[src/rtl/bu_exec_if.sv]
// Issue-side bundle between the branch reservation station and the branch execution unit.
// The package carries the issued-entry layout shared by both ends.
package bu_exec_pkg;
  localparam int RS_PRF_AW = 7;
  localparam int RS_ROB_AW = 5;

  typedef struct packed {
    logic [6:0]           opcode;
    logic [2:0]           func3;
    logic [RS_PRF_AW-1:0] ps1;
    logic [RS_PRF_AW-1:0] ps2;
    logic [RS_PRF_AW-1:0] pd;
    logic [31:0]          imm;
    logic [31:0]          pc;
    logic [RS_ROB_AW-1:0] rob_index;
  } rs_data;
endpackage

interface bu_exec_if;
  logic                valid_in;
  bu_exec_pkg::rs_data data_in;
  logic                fu_rdy;

  modport master (output valid_in, output data_in, input fu_rdy);
  modport slave  (input valid_in, input data_in, output fu_rdy);
endinterface

[src/rtl/bu_exec.sv]
// Branch execution unit: two registered stages resolving BR/JAL/JALR,
// producing link writeback, completion, flush/redirect and saturating perf counters.
module bu_exec #(
  parameter int PRF_AW = bu_exec_pkg::RS_PRF_AW,
  parameter int ROB_AW = bu_exec_pkg::RS_ROB_AW,
  parameter int CNT_W  = 16
) (
  input  logic              clk,
  input  logic              reset_n,
  bu_exec_if.slave          iss,
  output logic [PRF_AW-1:0] rf_raddr1,
  output logic [PRF_AW-1:0] rf_raddr2,
  input  logic [31:0]       rf_rdata1,
  input  logic [31:0]       rf_rdata2,
  output logic              wb_valid,
  output logic [PRF_AW-1:0] wb_pd,
  output logic [31:0]       wb_data,
  output logic              done_valid,
  output logic [ROB_AW-1:0] done_rob_index,
  output logic              flush,
  output logic [ROB_AW-1:0] flush_tag,
  output logic [31:0]       flush_pc,
  output logic [CNT_W-1:0]  br_count,
  output logic [CNT_W-1:0]  mp_count
);
  localparam logic [6:0] OP_BRANCH = 7'b1100011;
  localparam logic [6:0] OP_JAL    = 7'b1101111;
  localparam logic [6:0] OP_JALR   = 7'b1100111;

  logic                s1_valid;
  bu_exec_pkg::rs_data s1_q;

  logic              s2_valid;
  logic              s2_taken;
  logic              s2_wb;
  logic [ROB_AW-1:0] s2_rob;
  logic [PRF_AW-1:0] s2_pd;
  logic [31:0]       s2_target;
  logic [31:0]       s2_link;

  logic [CNT_W-1:0]  br_q;
  logic [CNT_W-1:0]  mp_q;

  logic        accept;
  logic        s1_to_s2;
  logic        op_branch;
  logic        op_jal;
  logic        op_jalr;
  logic        cmp_eq;
  logic        cmp_lt;
  logic        cmp_ltu;
  logic        cond_taken;
  logic        s1_taken;
  logic        s1_wb;
  logic [31:0] s1_target;
  logic [31:0] s1_link;

  // A flush kills everything younger: the S1 entry and whatever is offered this cycle.
  assign flush      = s2_valid & s2_taken;
  assign iss.fu_rdy = ~flush;
  assign accept     = iss.valid_in & ~flush;
  assign s1_to_s2   = s1_valid & ~flush;

  assign rf_raddr1 = s1_valid ? s1_q.ps1 : '0;
  assign rf_raddr2 = s1_valid ? s1_q.ps2 : '0;

  always_comb begin
    op_branch  = (s1_q.opcode == OP_BRANCH);
    op_jal     = (s1_q.opcode == OP_JAL);
    op_jalr    = (s1_q.opcode == OP_JALR);
    cmp_eq     = (rf_rdata1 == rf_rdata2);
    cmp_lt     = ($signed(rf_rdata1) < $signed(rf_rdata2));
    cmp_ltu    = (rf_rdata1 < rf_rdata2);
    cond_taken = 1'b0;
    case (s1_q.func3)
      3'b000:  cond_taken = cmp_eq;
      3'b001:  cond_taken = ~cmp_eq;
      3'b100:  cond_taken = cmp_lt;
      3'b101:  cond_taken = ~cmp_lt;
      3'b110:  cond_taken = cmp_ltu;
      3'b111:  cond_taken = ~cmp_ltu;
      default: cond_taken = 1'b0;
    endcase
    // Static not-taken prediction: any taken transfer redirects fetch.
    s1_taken  = op_jal | op_jalr | (op_branch & cond_taken);
    s1_target = op_jalr ? ((rf_rdata1 + s1_q.imm) & 32'hFFFF_FFFE)
                        : (s1_q.pc + s1_q.imm);
    s1_wb     = (op_jal | op_jalr) & (s1_q.pd != '0);
    s1_link   = s1_q.pc + 32'd4;
  end

  always_ff @(posedge clk or negedge reset_n) begin
    if (!reset_n) begin
      s1_valid <= 1'b0;
      s1_q     <= '0;
    end else begin
      s1_valid <= accept;
      if (accept) s1_q <= iss.data_in;
    end
  end

  always_ff @(posedge clk or negedge reset_n) begin
    if (!reset_n) begin
      s2_valid  <= 1'b0;
      s2_taken  <= 1'b0;
      s2_wb     <= 1'b0;
      s2_rob    <= '0;
      s2_pd     <= '0;
      s2_target <= '0;
      s2_link   <= '0;
    end else begin
      s2_valid <= s1_to_s2;
      if (s1_to_s2) begin
        s2_taken  <= s1_taken;
        s2_wb     <= s1_wb;
        s2_rob    <= s1_q.rob_index;
        s2_pd     <= s1_q.pd;
        s2_target <= s1_target;
        s2_link   <= s1_link;
      end
    end
  end

  assign done_valid     = s2_valid;
  assign done_rob_index = s2_valid ? s2_rob : '0;
  assign flush_tag      = flush ? s2_rob : '0;
  assign flush_pc       = flush ? s2_target : '0;
  assign wb_valid       = s2_valid & s2_wb;
  assign wb_pd          = wb_valid ? s2_pd : '0;
  assign wb_data        = wb_valid ? s2_link : '0;

  always_ff @(posedge clk or negedge reset_n) begin
    if (!reset_n) begin
      br_q <= '0;
      mp_q <= '0;
    end else begin
      if (s2_valid && (br_q != {CNT_W{1'b1}})) br_q <= br_q + 1'b1;
      if (flush && (mp_q != {CNT_W{1'b1}}))    mp_q <= mp_q + 1'b1;
    end
  end

  assign br_count = br_q;
  assign mp_count = mp_q;
endmodule
[src/flat_wrapper.sv]
// flat-port wrapper written by rule: the top's interface ports become plain ports
module bu_exec_flat 
#(
  parameter int PRF_AW = bu_exec_pkg::RS_PRF_AW,
  parameter int ROB_AW = bu_exec_pkg::RS_ROB_AW,
  parameter int CNT_W  = 16
)
  (clk, reset_n, rf_raddr1, rf_raddr2, rf_rdata1, rf_rdata2, wb_valid, wb_pd, wb_data, done_valid, done_rob_index, flush, flush_tag, flush_pc, br_count, mp_count, iss_valid_in, iss_data_in, iss_fu_rdy);
  bu_exec_if iss_i ();
  input  logic clk;
  input  logic reset_n;
  output logic [PRF_AW-1:0] rf_raddr1;
  output logic [PRF_AW-1:0] rf_raddr2;
  input  logic [31:0] rf_rdata1;
  input  logic [31:0] rf_rdata2;
  output logic wb_valid;
  output logic [PRF_AW-1:0] wb_pd;
  output logic [31:0] wb_data;
  output logic done_valid;
  output logic [ROB_AW-1:0] done_rob_index;
  output logic flush;
  output logic [ROB_AW-1:0] flush_tag;
  output logic [31:0] flush_pc;
  output logic [CNT_W-1:0] br_count;
  output logic [CNT_W-1:0] mp_count;
  input wire logic [$bits(iss_i.valid_in)-1:0] iss_valid_in;
  input wire logic [$bits(iss_i.data_in)-1:0] iss_data_in;
  output wire logic [$bits(iss_i.fu_rdy)-1:0] iss_fu_rdy;
  assign iss_i.valid_in = iss_valid_in;
  assign iss_i.data_in = iss_data_in;
  assign iss_fu_rdy = iss_i.fu_rdy;
  bu_exec #(.PRF_AW(PRF_AW), .ROB_AW(ROB_AW), .CNT_W(CNT_W)) u_core (.clk(clk), .reset_n(reset_n), .iss(iss_i), .rf_raddr1(rf_raddr1), .rf_raddr2(rf_raddr2), .rf_rdata1(rf_rdata1), .rf_rdata2(rf_rdata2), .wb_valid(wb_valid), .wb_pd(wb_pd), .wb_data(wb_data), .done_valid(done_valid), .done_rob_index(done_rob_index), .flush(flush), .flush_tag(flush_tag), .flush_pc(flush_pc), .br_count(br_count), .mp_count(mp_count));
endmodule
[config.mk]
export PLATFORM = sky130hd
export DESIGN_NAME = bu_exec_flat
export DESIGN_NICKNAME = d
export VERILOG_FILES = /design/src/rtl/bu_exec_if.sv /design/src/rtl/bu_exec.sv /design/src/flat_wrapper.sv
export SDC_FILE = /design/constraint.sdc
export NUM_CORES = 1
export LEC_CHECK = 0
export CORE_ASPECT_RATIO = 0.7
export CORE_MARGIN = 4
export CORE_UTILIZATION = 30
export CTS_BUF_LIST = sky130_fd_sc_hd__clkbuf_8
export DETAILED_ROUTE_END_ITERATION = 8
export SETUP_SLACK_MARGIN = 0.5
export SLEW_MARGIN = 20
export SYNTH_ARGS = -nofsm -noshare
export SYNTH_HDL_FRONTEND = slang
export SYNTH_SLANG_ARGS = --single-unit
[constraint.sdc]
create_clock -name clk -period 6.2 [get_ports clk]
set_input_delay 0.62 -clock clk [delete_from_list [all_inputs] [get_ports clk]]
set_output_delay 0.62 -clock clk [all_outputs]
set_load 0.01 [all_outputs]
; Word-level counts from Yosys, hierarchy flattened
; Cells that the tools add are included.
[totals]
in_bits = 167
regBits = 212
word_cells = 61
output_inout_bits = 131
[classes]
eq_ne = 11
muxes = 9
bitwise = 12
n_addsub = 5
magnitude_cmp = 2
n_reduce_logical = 4
[op_table]
columns = op, n
row1 = $mux W32, 3
row2 = $add A32 B32 Y32, 2
row3 = $lt A32 B32 Y1, 2
row4 = $add A16 B1 Y16 const B, 2
row5 = $add A32 B3 Y32 const B, 1
row6 = $eq A32 B32 Y1, 1
row7 = $ne A16 B16 Y1 const B, 2
row8 = $eq A7 B7 Y1 const B, 3
row9 = $mux W7, 3
row10 = $eq A3 B3 Y1 const B, 4
row11 = $mux W5, 2
row12 = $reduce_bool A7 Y1, 1
row13 = $and A1 B1 Y1, 6
row14 = $pmux W1 S6, 1
row15 = $not A1 Y1, 4
row16 = $eq A3 B1 Y1 const B, 1
row17 = $logic_not A3 Y1, 1
row18 = $logic_and A1 B1 Y1, 2
row19 = $or A1 B1 Y1, 2

; Logic depth before layout (Yosys ltp)
[logic_depth]
depth_word = 5
depth_mapped = 13
mapped_depth_nobuf = 13

; Least setup slack after synthesis
; Ideal clock, no wire load.
[synth_path]
path_kind = input-to-reg
start = input port rf_rdata1[5]
end = register u_core.s2_target[30]
arrival_ns = 2.789
n_path_buf = 0
cell_stages = 11
setup_ns = 0.136
path_slack_ns = 3.275
t_required_ns = 6.064
path_cell_list = ha_1 > a21o_1 > nor3b_1 > a21oi_1 > o2111ai_2 > and4_1 > o31ai_1 > a311o_1 > a21oi_1 > xor2_1 > o211ai_1
[synth_via]
elab_chain_len = 2
[synth_lines]
columns = item, line_no
row1 = from (decl), flat_wrapper.sv:14  ; input logic [31:0] rf_rdata1;
row2 = $add A32 B32 Y32, bu_exec.sv:86  ; s1_target = op_jalr ? ((rf_rdata1 + s1_q.imm) & 32'hFFFF_FFFE)
row3 = $mux W32, bu_exec.sv:86
row4 = to (signal assigned), bu_exec.sv:118  ; s2_target <= s1_target;
row5 = to (decl), bu_exec.sv:38  ; logic [31:0] s2_target;
; No other way between the ends.
; A chain may end at the register's enable or synchronous reset.

; Worst setup path after layout
[layout_path]
start = register u_core.s1_q[11] (netlist bit)
end = register u_core.s2_target[31]
[layout_via]
elab_chain_len = 2
[layout_lines]
columns = item, line_no
row1 = from (decl), bu_exec.sv:31  ; bu_exec_pkg::rs_data s1_q;
row2 = from (signal assigned), bu_exec.sv:98  ; if (accept) s1_q <= iss.data_in;
row3 = $add A32 B32 Y32, bu_exec.sv:87  ; : (s1_q.pc + s1_q.imm);
row4 = $mux W32, bu_exec.sv:86
; No other way between the ends.

==> flow_summary.yaml <==
synthesis:
  synth.yosys.warnings: 0
  synth_edf_count: 0
  synth.top_cells.by_area: "dfrtp_1, ha_1, mux2_2"
  async_reset_ff_share_pct: 100.0
  netlist_instances: 1438
  yosysTopAreaCellShare_pct: 39.49
  yosys.cell_types.count: 67
  biggest_area_consumer_among_synthesized_cells: "dfrtp_1"
  yosys-top-cells-count: "dfrtp_1, nand2_1, o21ai_0, mux2_2, ha_1"
  ys.flop_type: "dfrtp_1"
  total_nets_after_synthesis: 1703
  yosys_register_bits: 212
  syn_area_um2: 13430
  syn_avg_cell_area_um2: 9.342
  synth-seq-area-share_pct: 39.49
  synth.most_common_cell: "dfrtp_1"
placed_design:
  post-dp-hpwl_um: 34540
  numPlacedInstances: 2278
  portBuffers: 297
  detailed_place.area_um2: 17020
  gp_routability_congestion: 0.8836
floorplan:
  ioPinCount: 298
  floorplan.initialDensity_pct: 30.56
  core_area_um2: 43960
  die_height_um: 185.1
  design.die.area_um2: 48280
  chipWidth_um: 260.9
  num_rows: 64
power_and_ir_drop:
  p_sw_share_pct: 34.36
  power.internal_mw: 3.043
  total_switching_power_mw: 1.593
  power.total_mw: 4.636
  share_clk_of_total_power_pct: 31.2
  pwr-share-seq_pct: 38.7
  power.density_cell_area_nw_per_um2: 259.9
  vdd.ir_drop.worst_mv: 0.1298
  leakagePower_nw: 7.960
  share_comb_of_total_power_pct: 30.1
cells_and_area:
  final_net_count: 1991
  antenna-diode-count: 0
  multi_input_logic_area_um2: 7672
  final_cells: 2349
  fin_area_um2: 17830
  layout.area.seq_um2: 5306
  ratio_of_cells_with_drive_above_1_in_the_final_layout_pct: 10.88
  fillCellCount: 4309
  post_synthesis_to_final_layout_area_growth_pct: 32.76
drt:
  postRouteAntennaNets: 0
  remaining_drc_errors: 0
  wl_per_cell_um: 19.84
  pre_repair_dr_iteration_count: 5
  vias: 11840
  detail_route.iter0.violations: 762
  drt_wl_total_um: 46610
  vias_per_std_cell: 5.042
critical_path:
  r2r_cells: 11
  crit_path_start_kind: "register"
  cp-end-kind: "register"
  path_max_fanout: 6
  worst-setup-path-type: "reg -> reg"
  cp.required_ns: 6.62
  worst_ep_arrival_time_ns: 4.08
sta:
  fin_crit_ns: 3.661
  worst_clock_skew_ns: 0.03523
  timing.setup.tns_ns: 0
  share_of_the_clock_period_used_by_the_worst_path_after_layout_pct: 59.06
  clock.fmax_ghz: 0.2731
  slew_headroom_pct: 39.20
  timing_hold_violations_final: 0
  grt_setup_unrepaired: "no"
  timing.final.max_slew_violations: 0
  timing_worst_slew_pin_value_ns: 0.9119
  setup_viol_count_final: 0
global_routing:
  grt_first_pass_wirelength_um: 71090
  global_route.overflow_total: 0
  antenna_found_initial: 2
  grt_start_max_net_pins: 125
  grt_pass1_vias: 12040
  grt_use_total_pct: 18.89
clocking:
  worstSkewPairLatency_ns: 0.57
  clock-sinks: 212
  cts.path.max_buffers: 3
  postCtsResizedCells: 0
  tritoncts_clock_tree: "yes"
  postCtsSetupRepairBufs: 0
  cts.clk_slew.worst_paths_ns: 0.06
  cts_htree_levels: 2
  cts.hold.buffers_added: 0
  cts_root_buf: "clkbuf_8"
  number_of_clock_buffers_inserted_by_tritoncts: 40
hold_path:
  hold_path_class: "in -> async"
run:
  drv.max_cap_violation_count: 0
run_status:
  status: "finished, final reports clean"
-- cells by family after synthesis --
logic type | Yosys count | share of synthesized area [%]
AND/OR/NAND/NOR | 491 | 18.00
AO/OA/AOI/OAI | 311 | 14.51
flip-flops | 212 | 39.49
buffers and inverters | 121 | 3.539
XOR/XNOR | 104 | 6.780
multiplexers | 101 | 8.438
adder cells (fa/ha/maj) | 98 | 9.239
-- sequential cells by signal, summed over array words and instances (netlist names) --
register and flops:
u_core.s1_q 100, u_core.s2_link 32, u_core.s2_target 32, u_core.br_count 16
u_core.mp_count 16, u_core.s2_pd 7, u_core.s2_rob 5, u_core.done_valid 1
u_core.s1_valid 1, u_core.s2_taken 1, u_core.s2_wb 1
-- path summary, 6_finish.rpt --
path / from / slack (ns) / end
worst max-delay path: u_core.s1_q[11] / 2.54 / u_core.s2_target[31]
worst min-delay path: reset_n / 0.05 / u_core.s1_q[13]
worst max register to register: u_core.s1_q[11] / 2.54 / u_core.s2_target[31]
worst min register to register: u_core.s1_q[1] / 0.46 / u_core.s2_rob[1]
max in group asynchronous: reset_n / 4.93 / u_core.done_valid
min in group clk: u_core.s1_q[1] / 0.46 / u_core.s2_rob[1]
-- critical path: stages, from the launching register on --
cell and delay [ns]:
dfrtp_1 0.47, ha_1 0.39, a21oi_1 0.17, o21ai_0 0.14, or3_1 0.35, o211ai_1 0.65
a31oi_2 0.27, o31ai_4 0.40, o221ai_2 0.17, a211oi_1 0.27, a31o_1 0.15, a31oi_1 0.08
-- placed cells by master (no fill, tap or decap), types with 11 or more instances in the layout --
master	netlist	final
clkdlybuf4s50_1	0	296
dfrtp_1	212	211
nand2_1	185	184
o21ai_0	108	108
mux2_2	98	98
ha_1	96	96
and3_1	93	93
a21oi_1	77	77
inv_1	59	68
xnor2_1	59	59
nor2_1	57	56
clkbuf_8	1	47
xor2_1	45	45
nand3_1	43	43
a21o_1	31	31
and2_1	25	24
nor3_1	20	20
nand4_1	18	18
nor2b_1	12	12
a211oi_1	11	11
-- power by group through the flow --
stage	combinational, mW	sequential, mW	clock (mW)
after floorplan	0.898	1.77	0
after global placement	1.36	1.81	0
after detailed placement	1.38	1.82	0
after CTS	1.39	1.79	1.50
after global routing	1.55	1.83	1.56
final	1.39	1.80	1.44
-- layer usage --
metal | share of wire, % | track usage (%)
met3 | 6.3 | 3.594
met5 | 0.019 | 0
met4 | 1.7 | 3.862
met1 | 48 | 27.87
met2 | 44 | 28.90
-- through the flow --
step	utilization (%)	hold WS, ns	worst slack [ns]
finish	40.57	0.05369	2.539
global route	40.57	0.1002	2.483
CTS	40.57	0.06806	2.663
detailed placement	38.71	0.4463	2.252
global placement	38.69	0.4437	1.700
floorplan	-	0.3244	3.275
-- final cells by class --
cell class	count	area share, %
multi-input combinational	1105	43.02
sequential	212	29.75
inverter	59	1.242
tap	594	4.167
clock buffer	47	3.627
timing repair buffer	308	17.23
clock inverter	24	0.9611
Power figures use the tool's default switching activity.
